$ cat src/rtl/interleave_seq_ctrl_if.sv
// Handshake bundle between the parent ap_ctrl port, the sequencer and the LOAD/WRITE pipelines.
// master = sequencer side, slave = parent/children side; counter outputs exist only with SEQ_CYCLE_COUNT_EN.
interface interleave_seq_ctrl_if #(
  parameter int CNT_W = 2
) ();
  logic             ap_start;
  logic             ap_continue;
  logic             ap_idle;
  logic             ap_ready;
  logic             ap_done;
  logic             load_start;
  logic             load_ready;
  logic             load_done;
  logic             write_start;
  logic             write_ready;
  logic             write_done;
  logic [CNT_W-1:0] pass_idx;
  logic             bank_sel;
  logic             seq_err;
`ifdef SEQ_CYCLE_COUNT_EN
  logic [31:0]      load_cycles;
  logic [31:0]      write_cycles;

  modport master (
    input  ap_start, ap_continue, load_ready, load_done, write_ready, write_done,
    output ap_idle, ap_ready, ap_done, load_start, write_start, pass_idx, bank_sel, seq_err,
    output load_cycles, write_cycles
  );
  modport slave (
    output ap_start, ap_continue, load_ready, load_done, write_ready, write_done,
    input  ap_idle, ap_ready, ap_done, load_start, write_start, pass_idx, bank_sel, seq_err,
    input  load_cycles, write_cycles
  );
`else
  modport master (
    input  ap_start, ap_continue, load_ready, load_done, write_ready, write_done,
    output ap_idle, ap_ready, ap_done, load_start, write_start, pass_idx, bank_sel, seq_err
  );
  modport slave (
    output ap_start, ap_continue, load_ready, load_done, write_ready, write_done,
    input  ap_idle, ap_ready, ap_done, load_start, write_start, pass_idx, bank_sel, seq_err
  );
`endif
endinterface

$ cat src/rtl/interleave_seq_ctrl.sv
// Alternates LOAD then WRITE pipeline starts for PASSES pass pairs per ap_ctrl invocation, all outputs registered.
// Optional SEQ_CYCLE_COUNT_EN adds saturating load_cycles/write_cycles occupancy counters.
module interleave_seq_ctrl #(
  parameter int PASSES = 4,
  parameter int CNT_W  = (PASSES > 1) ? $clog2(PASSES) : 1
) (
  input logic                  clk,
  input logic                  rst,
  interleave_seq_ctrl_if.master bus
);

  typedef enum logic [2:0] {
    IDLE  = 3'd0,
    LD_ST = 3'd1,
    LD_WT = 3'd2,
    WR_ST = 3'd3,
    WR_WT = 3'd4,
    DONE  = 3'd5
  } state_t;

  localparam logic [CNT_W-1:0] LAST_PASS = CNT_W'(PASSES - 1);

  state_t           state;
  logic             idle_q;
  logic             ready_q;
  logic             done_q;
  logic             load_start_q;
  logic             write_start_q;
  logic             bank_q;
  logic             err_q;
  logic [CNT_W-1:0] pass_q;

  logic in_load;
  logic in_write;
  logic write_fin;
  logic proto_err;

  always_comb begin
    in_load   = (state == LD_ST) || (state == LD_WT);
    in_write  = (state == WR_ST) || (state == WR_WT);
    write_fin = ((state == WR_ST) && bus.write_ready && bus.write_done) ||
                ((state == WR_WT) && bus.write_done);
    // ready is judged against the start actually being presented this cycle
    proto_err = (bus.load_done   && !in_load)       ||
                (bus.write_done  && !in_write)      ||
                (bus.load_ready  && !load_start_q)  ||
                (bus.write_ready && !write_start_q);
  end

  always_ff @(posedge clk or posedge rst) begin
    if (rst) begin
      state         <= IDLE;
      idle_q        <= 1'b1;
      ready_q       <= 1'b0;
      done_q        <= 1'b0;
      load_start_q  <= 1'b0;
      write_start_q <= 1'b0;
      bank_q        <= 1'b0;
      err_q         <= 1'b0;
      pass_q        <= '0;
    end else begin
      ready_q <= 1'b0;
      if (proto_err) begin
        err_q <= 1'b1;
      end
      case (state)
        IDLE: begin
          if (bus.ap_start) begin
            state        <= LD_ST;
            idle_q       <= 1'b0;
            load_start_q <= 1'b1;
            pass_q       <= '0;
            bank_q       <= 1'b0;
          end
        end
        LD_ST: begin
          if (bus.load_ready) begin
            load_start_q <= 1'b0;
            if (bus.load_done) begin
              state         <= WR_ST;
              write_start_q <= 1'b1;
            end else begin
              state <= LD_WT;
            end
          end
        end
        LD_WT: begin
          if (bus.load_done) begin
            state         <= WR_ST;
            write_start_q <= 1'b1;
          end
        end
        WR_ST: begin
          if (bus.write_ready) begin
            write_start_q <= 1'b0;
            if (!bus.write_done) begin
              state <= WR_WT;
            end
          end
        end
        WR_WT: begin
        end
        DONE: begin
          if (bus.ap_continue) begin
            state  <= IDLE;
            done_q <= 1'b0;
            idle_q <= 1'b1;
          end
        end
        default: begin
          state <= IDLE;
        end
      endcase
      // pass completion overrides the per-state next-state chosen above
      if (write_fin) begin
        if (pass_q == LAST_PASS) begin
          state   <= DONE;
          done_q  <= 1'b1;
          ready_q <= 1'b1;
        end else begin
          state        <= LD_ST;
          load_start_q <= 1'b1;
          pass_q       <= pass_q + CNT_W'(1);
          bank_q       <= ~bank_q;
        end
      end
    end
  end

  assign bus.ap_idle     = idle_q;
  assign bus.ap_ready    = ready_q;
  assign bus.ap_done     = done_q;
  assign bus.load_start  = load_start_q;
  assign bus.write_start = write_start_q;
  assign bus.pass_idx    = pass_q;
  assign bus.bank_sel    = bank_q;
  assign bus.seq_err     = err_q;

`ifdef SEQ_CYCLE_COUNT_EN
  logic [31:0] load_cyc_q;
  logic [31:0] write_cyc_q;

  always_ff @(posedge clk or posedge rst) begin
    if (rst) begin
      load_cyc_q  <= '0;
      write_cyc_q <= '0;
    end else if ((state == IDLE) && bus.ap_start) begin
      load_cyc_q  <= '0;
      write_cyc_q <= '0;
    end else begin
      if (in_load && (load_cyc_q != 32'hFFFF_FFFF)) begin
        load_cyc_q <= load_cyc_q + 32'd1;
      end
      if (in_write && (write_cyc_q != 32'hFFFF_FFFF)) begin
        write_cyc_q <= write_cyc_q + 32'd1;
      end
    end
  end

  assign bus.load_cycles  = load_cyc_q;
  assign bus.write_cycles = write_cyc_q;
`endif

endmodule

$ cat src/flat_wrapper.sv
// flat-port wrapper written by rule: the top's interface ports become plain ports
module interleave_seq_ctrl_flat 
#(
  parameter int PASSES = 4,
  parameter int CNT_W  = (PASSES > 1) ? $clog2(PASSES) : 1
)
  (clk, rst, bus_ap_start, bus_ap_continue, bus_load_ready, bus_load_done, bus_write_ready, bus_write_done, bus_ap_idle, bus_ap_ready, bus_ap_done, bus_load_start, bus_write_start, bus_pass_idx, bus_bank_sel, bus_seq_err);
  interleave_seq_ctrl_if #(.CNT_W(CNT_W)) bus_i ();
  input logic clk;
  input logic rst;
  input wire logic [$bits(bus_i.ap_start)-1:0] bus_ap_start;
  input wire logic [$bits(bus_i.ap_continue)-1:0] bus_ap_continue;
  input wire logic [$bits(bus_i.load_ready)-1:0] bus_load_ready;
  input wire logic [$bits(bus_i.load_done)-1:0] bus_load_done;
  input wire logic [$bits(bus_i.write_ready)-1:0] bus_write_ready;
  input wire logic [$bits(bus_i.write_done)-1:0] bus_write_done;
  output wire logic [$bits(bus_i.ap_idle)-1:0] bus_ap_idle;
  output wire logic [$bits(bus_i.ap_ready)-1:0] bus_ap_ready;
  output wire logic [$bits(bus_i.ap_done)-1:0] bus_ap_done;
  output wire logic [$bits(bus_i.load_start)-1:0] bus_load_start;
  output wire logic [$bits(bus_i.write_start)-1:0] bus_write_start;
  output wire logic [$bits(bus_i.pass_idx)-1:0] bus_pass_idx;
  output wire logic [$bits(bus_i.bank_sel)-1:0] bus_bank_sel;
  output wire logic [$bits(bus_i.seq_err)-1:0] bus_seq_err;
  assign bus_i.ap_start = bus_ap_start;
  assign bus_i.ap_continue = bus_ap_continue;
  assign bus_i.load_ready = bus_load_ready;
  assign bus_i.load_done = bus_load_done;
  assign bus_i.write_ready = bus_write_ready;
  assign bus_i.write_done = bus_write_done;
  assign bus_ap_idle = bus_i.ap_idle;
  assign bus_ap_ready = bus_i.ap_ready;
  assign bus_ap_done = bus_i.ap_done;
  assign bus_load_start = bus_i.load_start;
  assign bus_write_start = bus_i.write_start;
  assign bus_pass_idx = bus_i.pass_idx;
  assign bus_bank_sel = bus_i.bank_sel;
  assign bus_seq_err = bus_i.seq_err;
  interleave_seq_ctrl #(.PASSES(PASSES), .CNT_W(CNT_W)) u_core (.clk(clk), .rst(rst), .bus(bus_i));
endmodule
$ cat config.mk
export PLATFORM = sky130hd
export DESIGN_NAME = interleave_seq_ctrl_flat
export DESIGN_NICKNAME = d
export VERILOG_FILES = /design/src/rtl/interleave_seq_ctrl_if.sv /design/src/rtl/interleave_seq_ctrl.sv /design/src/flat_wrapper.sv
export SDC_FILE = /design/constraint.sdc
export NUM_CORES = 1
export LEC_CHECK = 0
export CAP_MARGIN = 20
export CORE_MARGIN = 8
export CORE_UTILIZATION = 30
export DETAILED_ROUTE_END_ITERATION = 7
export PLACE_DENSITY_LB_ADDON = 0.12
export SYNTH_ARGS = -nofsm -noshare
export SYNTH_HDL_FRONTEND = slang
export SYNTH_SLANG_ARGS = --single-unit
$ cat constraint.sdc
create_clock -name clk -period 4.33 [get_ports clk]
set_input_delay 0.866 -clock clk [delete_from_list [all_inputs] [get_ports clk]]
set_output_delay 0.866 -clock clk [all_outputs]
set_load 0.01 [all_outputs]
==> results.py, run 1 <==
metrics = {
    "detailed_routing": {
        "viasPerCell": 5.15,
        "ant_nets": 0,
        "first_iter_violations": 18,
        "routedWlPerCell_um": 14.7,
        "drc": 0,
        "dr.pass1.iters": 4,
        "wl_um": 1930,
        "route.vias.total": 675,
    },
    "placed_design": {
        "port-buffer-count": 16,
        "hpwl_um": 1400,
        "dp_slack_ns": 2.00,
        "gp_congestion": 0.858,
    },
    "grt": {
        "grt_max_degree": 19,
        "grt_pass1_vias": 701,
        "grt_usage_pct": 9.41,
        "overflow": 0,
        "grt_pass1_wl_um": 3220,
        "antenna_found_initial": 0,
    },
    "floorplan": {
        "rows": 18,
        "dieArea_mm2": 0.00440,
        "io_pins": 17,
        "initial_core_util_pct": 31.2,
        "fp.coreArea_mm2": 0.00243,
        "die_x_um": 66.3,
        "die_h_um": 66.3,
    },
    "timing": {
        "fin_tns_setup_ns": 0,
        "hold_viol": 0,
        "max_freq_mhz": 450,
        "fin_ws_ns": 2.11,
        "drv_slew": 0,
        "relSlewSlack_pct": 65.4,
        "setup_viol": 0,
        "worstMarginPinSlew_ns": 0.520,
        "skew_ns": 0.00108,
        "rsz0062_at_grt": "false",
        "period_needed_ns": 2.22,
        "min_period_over_period_pct": 51.3,
    },
    "pwr": {
        "vdd_drop_max_mv": 0.322,
        "power_density_mw_per_mm2": 636,
        "p_leak_nw": 0.414,
        "power_mw": 0.611,
    },
    "synthesis": {
        "synth.avg_cell_area_um2": 8.94,
        "syn_area_um2": 759,
        "syn-num-nets": 94,
        "yosysWarnings": 0,
        "yosysSeqAreaShare_pct": 39.7,
        "synthCells": 85,
        "ys_ff_latch": 12,
        "ys_types": 32,
    },
    "critical_path": {
        "worstSetupPathType": "flop to output port",
        "crit_buf_inv": 1,
        "cpMaxStageDelayCell": "dfstp_2",
        "required_ns": 3.46,
        "worstSetupEndpointType": "output port",
        "crit_family": "flip-flops",
        "slowest_delay_ns": 0.55,
        "arrival_ns": 1.36,
        "cp-start-kind": "flop",
        "path_cells": "clkdlybuf4s50_1",
        "r2r_slack_ns": 2.63,
        "path_max_fanout": 3,
    },
    "cells_and_area": {
        "antenna_cells": 0,
        "seq_area_um2": 302,
        "top_register": "u_core.state",
        "multiInputGateArea_um2": 387,
        "fin_util_pct": 39.5,
        "largest_reg_flops": 3,
        "syn_to_final_growth_pct": 26.4,
        "final_cell_mix": "clkdlybuf4s50_1, dfrtp_1, inv_1, o21ai_0",
        "fillers": 264,
        "final_common_cell": "clkdlybuf4s50_1",
        "drive_gt1_share_pct": 10.9,
        "nets": 111,
    },
    "flow_run": {
        "cap_violations": 0,
    },
    "hold_path": {
        "min_path_type": "flop to flop",
    },
    "cts": {
        "cts.sinks": 12,
        "clkTransAtPathRegs_ns": 0.08,
        "htreeDepth": 1,
        "clk-insertion-delay-late_ns": 0.27,
        "post-cts-setup-buffers": 0,
        "cts-root-buf": "clkbuf_4",
        "ctsHoldBuffers": 0,
        "numCtsBuffers": 3,
        "clk_path_buf_depth": 2,
        "ctsResizeCount": 0,
        "cts_tree": "done",
    },
    "run_status": {
        "status": "completed",
    },
}
[final timing paths]
path / from / to / cells past startpoint
min reg2reg: u_core.bus.ap_done / u_core.bus.ap_done / 1
max reg2reg: u_core.state[2] / u_core.state[2] / 4
min: u_core.bus.ap_done / u_core.bus.ap_done / 1
max in group asynchronous: rst / u_core.bus.ap_idle / 2
min in group asynchronous: rst / u_core.bus.ap_ready / 2
max: u_core.bus.ap_idle / bus_ap_idle / 1
[layout make-up]
class                      count  area share (%)
clock buffer                   4            3.78
timing repair buffer          16            16.7
multi-input combinational     59            40.3
sequential                    12            31.4
tap                           30            3.91
inverter                      10            3.91
[cells in the mapped netlist]
cell	count	area [µm²]
o221ai_1	1	8.76
a221oi_1	1	8.76
o21ai_0	10	50.1
nand2b_1	2	12.5
nor3b_1	2	15.0
nor2b_4	1	13.8
o31ai_1	1	7.51
ha_1	1	12.5
buf_4	1	7.51
inv_1	10	37.5
o32ai_1	2	17.5
a21oi_1	5	25.0
nor2_1	6	22.5
dfstp_2	1	26.3
nand2_1	3	11.3
a21o_2	1	8.76
nand3b_1	1	7.51
clkbuf_1	1	3.75
a21o_1	1	7.51
o22ai_1	3	18.8
or2_2	1	6.26
dfrtp_1	11	275
and4b_1	1	10.0
o211ai_2	1	12.5
nor2b_1	4	25.0
mux2i_1	1	10.0
mux2_2	1	11.3
a211oi_1	1	7.51
buf_6	2	22.5
nand3_1	6	30.0
o221a_1	1	11.3
a221oi_2	1	15.0
[where the power goes]
part           internal (mW)  switching, mW  total (mW)
Clock                 0.0511         0.0405      0.0916
Combinational          0.153          0.137       0.290
Sequential             0.155         0.0741       0.230
[layer usage]
layer	vias to the layer above	global-route usage [%]	wire length (µm)
li1	338	-	-
met1	315	11.0	854
met2	16	14.0	920
met3	6	3.22	107
met4	0	6.67	44
met5	-	0	0
[per-stage QoR]
stage / instance area, µm² / std cells / hold WS, ns
final: 960 / 131 / 0.498
after floorplan: 759 / 85 / 0.499
after global placement: 923 / 127 / 0.468
after detailed placement: 923 / 127 / 0.480
after global routing: 960 / 131 / 0.518
after CTS: 960 / 131 / 0.500
[logic make-up (layout without fill, tap and decap cells)]
group / Yosys count / after routing / synth area share, %
muxes: 2 / 2 / 2.80
AOI/OAI and AO/OA: 29 / 29 / 26.2
and+or+nand+nor: 27 / 27 / 20.3
DFF: 12 / 12 / 39.7
buffers and inverters: 14 / 30 / 9.39
adders and majority gates: 1 / 1 / 1.65
Note: power is estimated with default switching activity, not from simulation.
==> inputs of run 2 (changes only) <==
==> constraint.sdc (replaced) <==
create_clock -name clk -period 1.9 [get_ports clk]
set_input_delay 0.38 -clock clk [delete_from_list [all_inputs] [get_ports clk]]
set_output_delay 0.38 -clock clk [all_outputs]
set_load 0.01 [all_outputs]
==> results.py, run 2 (same netlist as run 1, synthesis figures left out) <==
metrics = {
    "cells_and_area": {
        "largest_reg_flops": 3,
        "top_register": "u_core.state",
        "final_common_cell": "clkdlybuf4s50_1",
        "multiInputGateArea_um2": 387,
        "antenna_cells": 0,
        "final_area_mm2": 0.00100,
        "seq_area_um2": 302,
        "syn_to_final_growth_pct": 32.3,
        "fillers": 263,
        "drive_gt1_share_pct": 15.9,
        "nets": 117,
        "final_cell_mix": "clkdlybuf4s50_1, dfrtp_1, inv_1, o21ai_0",
    },
    "critical_path": {
        "cp-start-kind": "flop",
        "required_ns": 1.52,
        "path_cells": "clkdlybuf4s50_1",
        "crit_buf_inv": 1,
        "path_max_fanout": 3,
        "r2r_slack_ns": 0.29,
        "cpMaxStageDelayCell": "dfstp_2",
        "worstSetupPathType": "flop to output port",
        "worstSetupEndpointType": "output port",
        "slowest_delay_ns": 0.55,
        "crit_family": "flip-flops",
        "arrival_ns": 1.35,
    },
    "hold_path": {
        "min_path_type": "input pin to async pin",
    },
    "placed_design": {
        "hpwl_um": 1500,
        "dp_slack_ns": 0.0730,
        "gp_congestion": 0.880,
        "port-buffer-count": 16,
        "place_area_um2": 968,
    },
    "detailed_routing": {
        "viasPerCell": 4.97,
        "ant_nets": 0,
        "route.vias.total": 681,
        "routedWlPerCell_um": 14.2,
        "wl_um": 1950,
        "drc": 0,
        "dr.pass1.iters": 3,
        "first_iter_violations": 18,
    },
    "cts": {
        "clkTransAtPathRegs_ns": 0.08,
        "ctsHoldBuffers": 0,
        "clk-insertion-delay-late_ns": 0.28,
        "ctsResizeCount": 0,
        "numCtsBuffers": 3,
        "cts_tree": "done",
        "htreeDepth": 1,
        "post-cts-setup-buffers": 0,
        "cts.sinks": 12,
        "cts-root-buf": "clkbuf_4",
        "clk_path_buf_depth": 2,
    },
    "pwr": {
        "vdd_drop_max_mv": 0.711,
        "power_density_mw_per_mm2": 1450,
        "p_leak_nw": 0.444,
    },
    "grt": {
        "grt_pass1_vias": 733,
        "grt_pass1_wl_um": 3450,
        "antenna_found_initial": 0,
        "overflow": 0,
        "grt_usage_pct": 10.1,
        "grt_max_degree": 19,
    },
    "timing": {
        "max_freq_mhz": 577,
        "worstMarginPinSlew_ns": 0.501,
        "relSlewSlack_pct": 66.6,
        "setup_viol": 0,
        "period_needed_ns": 1.73,
        "min_period_over_period_pct": 91.3,
        "fin_ws_ns": 0.166,
        "skew_ns": 0.0102,
        "rsz0062_at_grt": "false",
        "fin_tns_setup_ns": 0,
        "hold_viol": 0,
        "drv_slew": 0,
    },
    "run_status": {
        "status": "completed",
    },
    "floorplan": {
        "rows": 18,
        "fp.coreArea_mm2": 0.00243,
        "io_pins": 17,
        "initial_core_util_pct": 31.2,
        "die_x_um": 66.3,
        "dieArea_mm2": 0.00440,
        "die_h_um": 66.3,
    },
    "flow_run": {
        "cap_violations": 0,
    },
}
[run 2: cell types whose count changed in the layout (fill, tap and decap cells not counted)]
cell / change
buf_4: +6
[run 2: layer usage]
layer	track usage, %	share of wire [%]
met5	0	0
met4	5.60	0.82
met3	2.88	3.7
met2	16.3	49
met1	11.8	47
[run 2: worst paths after layout]
| check | startpoint | depth (start not counted) | end |
|---|---|---|---|
| max in group asynchronous | rst | 2 | u_core.bus.ap_idle |
| hold reg to reg | u_core.bus.ap_done | 1 | u_core.bus.ap_done |
| setup reg to reg | u_core.state[1] | 5 | u_core.state[2] |
| hold / removal | rst | 2 | u_core.bus.ap_done |
| min in group clk | u_core.bus.ap_done | 1 | u_core.bus.ap_done |
| setup / recovery | u_core.bus.ap_idle | 1 | bus_ap_idle |
[run 2: report_power, final]
part / switching, mW / leakage (nW) / internal [mW] / total [mW]
sequential: 0.137 / 0.144 / 0.355 / 0.492
combinational: 0.356 / 0.279 / 0.399 / 0.755
clock: 0.0890 / 0.0210 / 0.116 / 0.205
[run 2: cell type report]
| cell class | count | area share, % |
|---|---|---|
| clock buffers | 4 | 3.61 |
| inverters | 10 | 3.74 |
| multi-input cells | 59 | 38.5 |
| flip-flops and latches | 12 | 30.0 |
| well taps | 30 | 3.74 |
| repair buffers | 22 | 20.4 |
[run 2: stage by stage]
step	utilization [%]	power [mW]	cells	hold WS (ns)
6_report	41.3	1.45	137	0.411
5_1_grt	41.3	1.59	137	0.448
4_1_cts	41.3	1.47	137	0.436
3_5_place_dp	39.8	1.25	133	0.479
3_3_place_gp	39.8	1.27	133	0.463
2_1_floorplan	-	0.993	85	0.244
==> inputs of run 3 (changes only) <==
--- a/config.mk
+++ b/config.mk
@@ -10,6 +10,7 @@
 export CORE_UTILIZATION = 30
 export DETAILED_ROUTE_END_ITERATION = 7
 export PLACE_DENSITY_LB_ADDON = 0.12
+export SETUP_SLACK_MARGIN = 0.15
 export SYNTH_ARGS = -nofsm -noshare
 export SYNTH_HDL_FRONTEND = slang
 export SYNTH_SLANG_ARGS = --single-unit
==> results.py, run 3 (same netlist as run 1, synthesis figures left out) <==
metrics = {
    "cells_and_area": {
        "seq_area_um2": 303,
        "fillers": 262,
        "syn_to_final_growth_pct": 32.3,
        "top_register": "u_core.state",
        "antenna_cells": 0,
        "multiInputGateArea_um2": 387,
        "nets": 117,
        "final_common_cell": "clkdlybuf4s50_1",
        "largest_reg_flops": 3,
        "final_cell_mix": "clkdlybuf4s50_1, inv_1, o21ai_0, dfrtp_1",
        "drive_gt1_share_pct": 16.8,
    },
    "detailed_routing": {
        "wl_um": 1950,
        "drc": 0,
        "dr.pass1.iters": 3,
        "first_iter_violations": 18,
        "viasPerCell": 4.97,
        "routedWlPerCell_um": 14.2,
        "route.vias.total": 681,
        "ant_nets": 0,
    },
    "floorplan": {
        "die_h_um": 66.3,
        "io_pins": 17,
        "initial_core_util_pct": 31.2,
        "die_x_um": 66.3,
        "dieArea_mm2": 0.00440,
        "fp.coreArea_mm2": 0.00243,
        "rows": 18,
    },
    "timing": {
        "rsz0062_at_grt": "false",
        "relSlewSlack_pct": 68.2,
        "skew_ns": 0.0102,
        "drv_slew": 0,
        "min_period_over_period_pct": 83.5,
        "fin_tns_setup_ns": 0,
        "max_freq_mhz": 630,
        "setup_viol": 0,
        "hold_viol": 0,
        "worstMarginPinSlew_ns": 0.476,
        "period_needed_ns": 1.59,
    },
    "grt": {
        "top_usage_layer": "met2",
        "use_met2_pct": 16.3,
        "gr-usage-met3_pct": 2.88,
        "grt_max_degree": 19,
        "grt_pass1_wl_um": 3450,
        "grt.met1_usage_pct": 11.8,
        "overflow": 0,
        "antenna_found_initial": 0,
        "grt_pass1_vias": 733,
        "grt_usage_pct": 10.1,
    },
    "critical_path": {
        "cpMaxStageDelayCell": "clkdlybuf4s50_1",
        "worstSetupEndpointType": "output port",
        "slowest_delay_ns": 0.55,
        "cp-start-kind": "flop",
        "path_cells": "clkdlybuf4s50_1",
        "required_ns": 1.52,
        "worstSetupPathType": "flop to output port",
        "arrival_ns": 1.21,
        "path_max_fanout": 4,
        "crit_family": "buffers and inverters",
        "crit_buf_inv": 1,
    },
    "pwr": {
        "power_density_mw_per_mm2": 1440,
        "vdd_drop_max_mv": 0.711,
        "power_mw": 1.45,
        "p_leak_nw": 0.443,
    },
    "cts": {
        "cts.sinks": 12,
        "ctsHoldBuffers": 0,
        "htreeDepth": 1,
        "cts_tree": "done",
        "cts-root-buf": "clkbuf_4",
        "clkTransAtPathRegs_ns": 0.08,
        "clk-insertion-delay-late_ns": 0.28,
        "numCtsBuffers": 3,
        "clk_path_buf_depth": 2,
    },
    "placed_design": {
        "port-buffer-count": 16,
        "gp_congestion": 0.880,
        "hpwl_um": 1500,
    },
    "hold_path": {
        "min_path_type": "input pin to async pin",
    },
    "run_status": {
        "status": "completed",
    },
    "flow_run": {
        "cap_violations": 0,
    },
}
==> run 3: routing by layer <==
| layer | part of all wire (%) | up-vias |
|---|---|---|
| met2 | 49 | 6 |
| met4 | 0.82 | 0 |
| li1 | - | 350 |
| met3 | 3.7 | 2 |
| met1 | 47 | 323 |
| met5 | 0 | - |
==> run 3: timing repair <==
action                                  in CTS  in global routing
setup buffers                                0                  0
gates resized for setup                      1                  1
endpoints found under the setup margin       1                  2
==> run 3: final cells by class <==
cell class / instances / area share [%]
well taps: 30 / 3.74
clock buffers: 4 / 3.61
multi-input cells: 59 / 38.5
flip-flops and latches: 12 / 30.1
repair buffers: 22 / 20.3
inverters: 10 / 3.74
==> run 3: worst paths after layout <==
| check | start | endpoint | slack (ns) | cells after the start |
|---|---|---|---|---|
| hold / removal | rst | u_core.bus.ap_done | 0.41 | 2 |
| hold reg to reg | u_core.bus.ap_done | u_core.bus.ap_done | 0.50 | 1 |
| setup / recovery | u_core.bus.pass_idx[0] | bus_pass_idx[0] | 0.31 | 1 |
| min in group clk | u_core.bus.ap_done | u_core.bus.ap_done | 0.50 | 1 |
| max in group asynchronous | rst | u_core.state[1] | 1.14 | 2 |
| setup reg to reg | u_core.state[2] | u_core.state[2] | 0.35 | 4 |
==> run 3: per-stage QoR <==
step                      util [%]  hold slack, ns  setup slack (ns)  instances  area (µm²)
after floorplan                  -           0.244             0.543         85         759
after global placement        39.8           0.463            0.0635        133         968
after detailed placement      39.8           0.479            0.0730        133         968
after CTS                     41.3           0.436             0.291        137        1000
after global routing          41.3           0.448             0.206        137        1000
final                         41.3           0.411             0.313        137        1000
==> run 3: report_power, final <==
part	total, mW	internal (mW)	leakage, nW	switching (mW)
combinational	0.748	0.392	0.279	0.356
sequential	0.494	0.357	0.142	0.137
clock	0.205	0.116	0.0210	0.0890
